### config.mk
export PLATFORM = sky130hd
export DESIGN_NAME = simple_check
export DESIGN_NICKNAME = d
export VERILOG_FILES = /design/src/rtl/simple_check.sv
export SDC_FILE = /design/constraint.sdc
export NUM_CORES = 1
export LEC_CHECK = 0
export ABC_AREA = 1
export CAP_MARGIN = 15
export CORE_MARGIN = 10
export CORE_UTILIZATION = 35
export CTS_CLUSTER_SIZE = 28
export DETAILED_ROUTE_END_ITERATION = 6
export PLACE_DENSITY_LB_ADDON = 0.1
export SYNTH_ARGS = -nofsm -noshare
export SYNTH_HDL_FRONTEND = slang
export SYNTH_SLANG_ARGS = --single-unit
### constraint.sdc
create_clock -name _clock -period 2.5 [get_ports _clock]
set_input_delay 0.625 -clock _clock [delete_from_list [all_inputs] [get_ports _clock]]
set_output_delay 0.625 -clock _clock [all_outputs]
set_load 0.01 [all_outputs]
### src/rtl/simple_check.sv
`default_nettype none
// ============================================================================
// Module     : simple_check
// Description: Byte-stream message matcher with hunting, resync on mismatch,
//              post-match hold-off and saturating match/error counters.
// Revision   : 1.0 - initial release
// ============================================================================
module simple_check #(
    parameter int          msg_len     = 6,
    parameter logic [63:0] expected    = 64'h00000A0D676E6970,
    parameter int          hold_cycles = 4
) (
    input  logic        _clock,
    input  logic        _reset,
    input  logic [7:0]  _rx_in,
    input  logic        _rx_valid,
    output logic        _rx_ready,
    output logic        _match,
    output logic        _error,
    output logic [15:0] _match_count,
    output logic [15:0] _error_count
);

    typedef enum logic [1:0] {
        S_IDLE  = 2'd0,
        S_MATCH = 2'd1,
        S_HOLD  = 2'd2
    } state_t;

    localparam logic [2:0]  c_last_cursor = 3'(msg_len - 1);
    localparam logic [7:0]  c_hold_load   = 8'(hold_cycles);
    localparam bit          c_use_hold    = (hold_cycles > 0);
    localparam logic [15:0] c_cnt_max     = 16'hFFFF;

    state_t      r_state;
    state_t      w_next_state;
    logic [2:0]  r_cursor;
    logic [2:0]  w_next_cursor;
    logic [7:0]  r_hold_cnt;
    logic [7:0]  w_next_hold;
    logic        r_live;
    logic        r_match;
    logic        r_error;
    logic [15:0] r_match_count;
    logic [15:0] r_error_count;

    logic        w_accept;
    logic        w_match_evt;
    logic        w_error_evt;
    logic [7:0]  w_exp_byte;
    logic [7:0]  w_first_byte;

    // r_live keeps the port closed until the first edge after reset release.
    assign _rx_ready    = r_live && (r_state != S_HOLD);
    assign w_accept     = _rx_valid && _rx_ready;
    assign w_exp_byte   = expected[{r_cursor, 3'b000} +: 8];
    assign w_first_byte = expected[7:0];

    always_comb begin
        w_next_state  = r_state;
        w_next_cursor = r_cursor;
        w_next_hold   = r_hold_cnt;
        w_match_evt   = 1'b0;
        w_error_evt   = 1'b0;
        case (r_state)
            S_IDLE: begin
                if (w_accept && (_rx_in == w_first_byte)) begin
                    w_next_state  = S_MATCH;
                    w_next_cursor = 3'd1;
                end
            end
            S_MATCH: begin
                if (w_accept) begin
                    if (_rx_in == w_exp_byte) begin
                        if (r_cursor == c_last_cursor) begin
                            w_match_evt   = 1'b1;
                            w_next_cursor = 3'd0;
                            if (c_use_hold) begin
                                w_next_state = S_HOLD;
                                w_next_hold  = c_hold_load;
                            end else begin
                                w_next_state = S_IDLE;
                            end
                        end else begin
                            w_next_cursor = r_cursor + 3'd1;
                        end
                    end else begin
                        w_error_evt = 1'b1;
                        // A mismatching byte may itself start a new message.
                        if (_rx_in == w_first_byte) begin
                            w_next_state  = S_MATCH;
                            w_next_cursor = 3'd1;
                        end else begin
                            w_next_state  = S_IDLE;
                            w_next_cursor = 3'd0;
                        end
                    end
                end
            end
            S_HOLD: begin
                if (r_hold_cnt <= 8'd1) begin
                    w_next_state = S_IDLE;
                    w_next_hold  = 8'd0;
                end else begin
                    w_next_hold  = r_hold_cnt - 8'd1;
                end
            end
            default: begin
                w_next_state  = S_IDLE;
                w_next_cursor = 3'd0;
                w_next_hold   = 8'd0;
            end
        endcase
    end

    always_ff @(posedge _clock or posedge _reset) begin
        if (_reset) begin
            r_state       <= S_IDLE;
            r_cursor      <= 3'd0;
            r_hold_cnt    <= 8'd0;
            r_live        <= 1'b0;
            r_match       <= 1'b0;
            r_error       <= 1'b0;
            r_match_count <= 16'd0;
            r_error_count <= 16'd0;
        end else begin
            r_state    <= w_next_state;
            r_cursor   <= w_next_cursor;
            r_hold_cnt <= w_next_hold;
            r_live     <= 1'b1;
            r_match    <= w_match_evt;
            r_error    <= w_error_evt;
            if (w_match_evt && (r_match_count != c_cnt_max)) begin
                r_match_count <= r_match_count + 16'd1;
            end
            if (w_error_evt && (r_error_count != c_cnt_max)) begin
                r_error_count <= r_error_count + 16'd1;
            end
        end
    end

    assign _match       = r_match;
    assign _error       = r_error;
    assign _match_count = r_match_count;
    assign _error_count = r_error_count;

endmodule
`default_nettype wire

==> flow_metrics.env <==
export IMPL_path_clk_slew_ps=90
export IMPL_start_util_pct=36.4
export IMPL_seq_power_share_pct=33.8
export IMPL_clock_power_share_pct=15.8
export IMPL_vias_per_cell=4.76
export IMPL_grt_pass1_vias=2885
export IMPL_grt_overflow=0
export IMPL_die_area_sq_mm=0.0134
export IMPL_cp_arrival_ps=1740
export IMPL_grt_first_pass_wirelength_mm=13.5
export IMPL_routedWlPerCell_um=12.7
export IMPL_seq_area_frac_synth_pct=37.3
export IMPL_cts_hold_buf=0
export IMPL_startpoint_type="flop"
export IMPL_synth_async_reset_ratio_pct=100
export IMPL_yosys_area_top_type="dfrtp_1"
export IMPL_min_period_ps=2370
export IMPL_n_antenna_cell=0
export IMPL_comb_power_share_pct=50.5
export IMPL_power_mw=3.24
export IMPL_synth_top_cell_area_share_pct=37.3
export IMPL_ys_flop_type="dfrtp_1"
export IMPL_fill_cells=945
export IMPL_routed_wl_mm=7.97
export IMPL_final_antenna_net_count=0
export IMPL_synth_fp_nets=475
export IMPL_vdd_ir_drop_max_mv=0.384
export IMPL_synth_warnings=0
export IMPL_p_int_mw=1.82
export IMPL_syn_avg_cell_area_sq_um=7.09
export IMPL_io_pins=46
export IMPL_cts_root_buffer="clkbuf_8"
export IMPL_netlist_area_sq_mm=0.00322
export IMPL_grt_util_all_layers_pct=12.2
export IMPL_dp_hpwl_mm=5.96
export IMPL_core_area_sq_mm=0.00885
export IMPL_crit_path_cell_trace="inv_1 > ha_1 > nor2_1 > clkdlybuf4s50_1"
export IMPL_vias=2987
export IMPL_die_w_um=116
export IMPL_gp_congestion=0.816
export IMPL_crit_type="reg -> out"
export IMPL_p_leak_nw=1.77
export IMPL_clock_sinks=48
export IMPL_clock_skew_ps=17.7
export IMPL_num_rows=34
export IMPL_status="completed"
export IMPL_cts_tree="built"
export IMPL_worstSetupEndpointType="output port"
export IMPL_grt_max_degree=49
export IMPL_fin_util_pct=45.3
export IMPL_drt_iter0_drc=112
export IMPL_cp_data_required_time_ps=1880
export IMPL_maxSlewViolCount=0
export IMPL_firstDrtPassIters=4
export IMPL_ys_top_cells_by_area="dfrtp_1 (37%), nand2_1 (15%), inv_1 (7.5%)"
export IMPL_synthDistinctLibCells=29
export IMPL_synthCells=454
export IMPL_cts_made_buffers=5
export IMPL_min_period_over_period_pct=94.6
export IMPL_antenna_found_initial=0
export IMPL_setup_viol=0
export IMPL_syn2layout_area_growth_pct=24.6
export IMPL_cap_violations=0
export IMPL_grt_setup_unrepaired="no"
export IMPL_nets=539
export IMPL_slowest_delay_ps=560
export IMPL_cp_slowest_cell="clkdlybuf4s50_1"
export IMPL_hold_viol_final=0
export IMPL_ctsLongestPathBuffers=2
export IMPL_crit_fanout=5
export IMPL_synth_seq_cells=48
export IMPL_net_switching_power_mw=1.42
export IMPL_max_freq_mhz=423
export IMPL_htreeDepth=2
export IMPL_drc=0
export IMPL_io_buffers=45
export IMPL_holdCritPathClass="reg -> reg"
export IMPL_synth_edf_count=0
export IMPL_drive_above_1_share_pct=7.90
export IMPL_p_sw_share_pct=43.8
export IMPL_die_height_um=116
export IMPL_clk_latency_ps=310
export IMPL_power_density_mw_per_mm2=807
export IMPL_whs_ps=538
## final cells by class
cell class                      count  area (sq um)  share of cell area (%)
Clock buffer                        6          82.6                    2.06
Clock inverter                      2          13.8                   0.343
Inverter                           68           255                    6.37
Multi-Input combinational cell    332          1720                    43.0
Sequential cell                    48          1200                    30.0
Tap cell                          108           135                    3.37
Timing Repair Buffer               63           598                    14.9
## synthesized netlist by cell type, drive strengths merged (7+ instances only)
cell   number
xor2       20
buf         7
o21ai      41
nand2     129
inv        67
ha         10
nor3       14
nand4      12
dfrtp      48
nor2       44
xnor2      11
nand3      37
## routing by layer
layer / share of wire (%) / up-vias / routed length [um] / track usage, %
met2: 44 / 47 / 3510 / 19.4
li1: - / 1575 / - / -
met4: 0.88 / 0 / 70 / 3.00
met3: 6.0 / 7 / 481 / 3.67
met5: 0 / - / 0 / 0
met1: 49 / 1358 / 3910 / 15.7
## cells in the final DEF, fill, tap and decap left out, types with 3 or more instances in the layout
| cell type | instances |
|---|---|
| nand2_1 | 126 |
| inv_1 | 62 |
| dfrtp_1 | 48 |
| clkdlybuf4s50_1 | 45 |
| nor2_1 | 43 |
| nand3_1 | 34 |
| o21ai_1 | 22 |
| xor2_1 | 20 |
| o21ai_0 | 19 |
| buf_4 | 17 |
| nor3_1 | 12 |
| nand4_1 | 12 |
| xnor2_1 | 11 |
| ha_1 | 10 |
| clkbuf_8 | 6 |
| inv_2 | 5 |
| nand2_2 | 3 |
| nand3_2 | 3 |
| nor4_1 | 3 |
## power groups by stage
| stage | Combinational (mW) | Sequential [mW] | Clock [mW] |
|---|---|---|---|
| floorplan | 1.10 | 1.11 | 0 |
| global placement | 1.59 | 1.10 | 0 |
| detailed placement | 1.61 | 1.10 | 0 |
| CTS | 1.63 | 1.09 | 0.536 |
| global route | 1.84 | 1.12 | 0.566 |
| finish | 1.63 | 1.09 | 0.510 |
## repair_timing
action,CTS,global route
pin swaps,1,1
buffers inserted,0,1
endpoints found under the setup margin,8,18
hold endpoints to repair,0,0
gates cloned,1,0
resized for setup,0,3
## stage by stage
stage | setup TNS [ps] | setup slack [ps] | std cells | instance area [sq um]
final | 0 | 134 | 627 | 4010
after global routing | 0 | 15.2 | 627 | 4010
after CTS | 0 | 91.9 | 626 | 3990
after detailed placement | -2470 | -239 | 617 | 3890
after global placement | -1670 | -186 | 617 | 3890
after floorplan | 0 | 682 | 454 | 3220
## critical path: cells and delay by family (launching register included)
family	cells	cell delay [ps]
buffers and inverters	2	640
adder cells (fa/ha/maj)	1	260
AND/OR/NAND/NOR	1	160
flip-flops	1	390
## logic make-up (layout without fill, tap and decap cells)
logic type,after synthesis,count (layout),synth area share (%)
adder cells (fa/ha/maj),10,10,3.89
AO/OA/AOI/OAI,46,46,7.39
XOR/XNOR,31,31,8.44
flip-flops,48,48,37.3
other,1,1,0.117
AND/OR/NAND/NOR,243,244,33.2
buffers and inverters,75,139,9.68
## registers in the layout (all words and copies together), names as in the netlist
| name | flops |
|---|---|
| _error_count | 16 |
| _match_count | 16 |
| r_hold_cnt | 8 |
| r_cursor | 3 |
| r_state | 2 |
| _error | 1 |
| _match | 1 |
| r_live | 1 |
## worst paths after layout
kind                                                end                     from  cells past startpoint  slack (ps)
min reg2reg                      r_state[0]$_DFFE_PP0P_   r_state[0]$_DFFE_PP0P_                      2         540
max in group asynchronous     r_hold_cnt[6]$_DFFE_PP0P_                   _reset                      3        1570
max                                           _rx_ready   r_state[0]$_DFFE_PP0P_                      4         130
min in group asynchronous  _match_count[15]$_DFFE_PP0P_                   _reset                      3         660
min                              r_state[0]$_DFFE_PP0P_   r_state[0]$_DFFE_PP0P_                      2         540
max reg2reg                   r_hold_cnt[2]$_DFFE_PP0P_  r_cursor[0]$_DFFE_PP0P_                     14         310
Power figures use the tool's default switching activity.
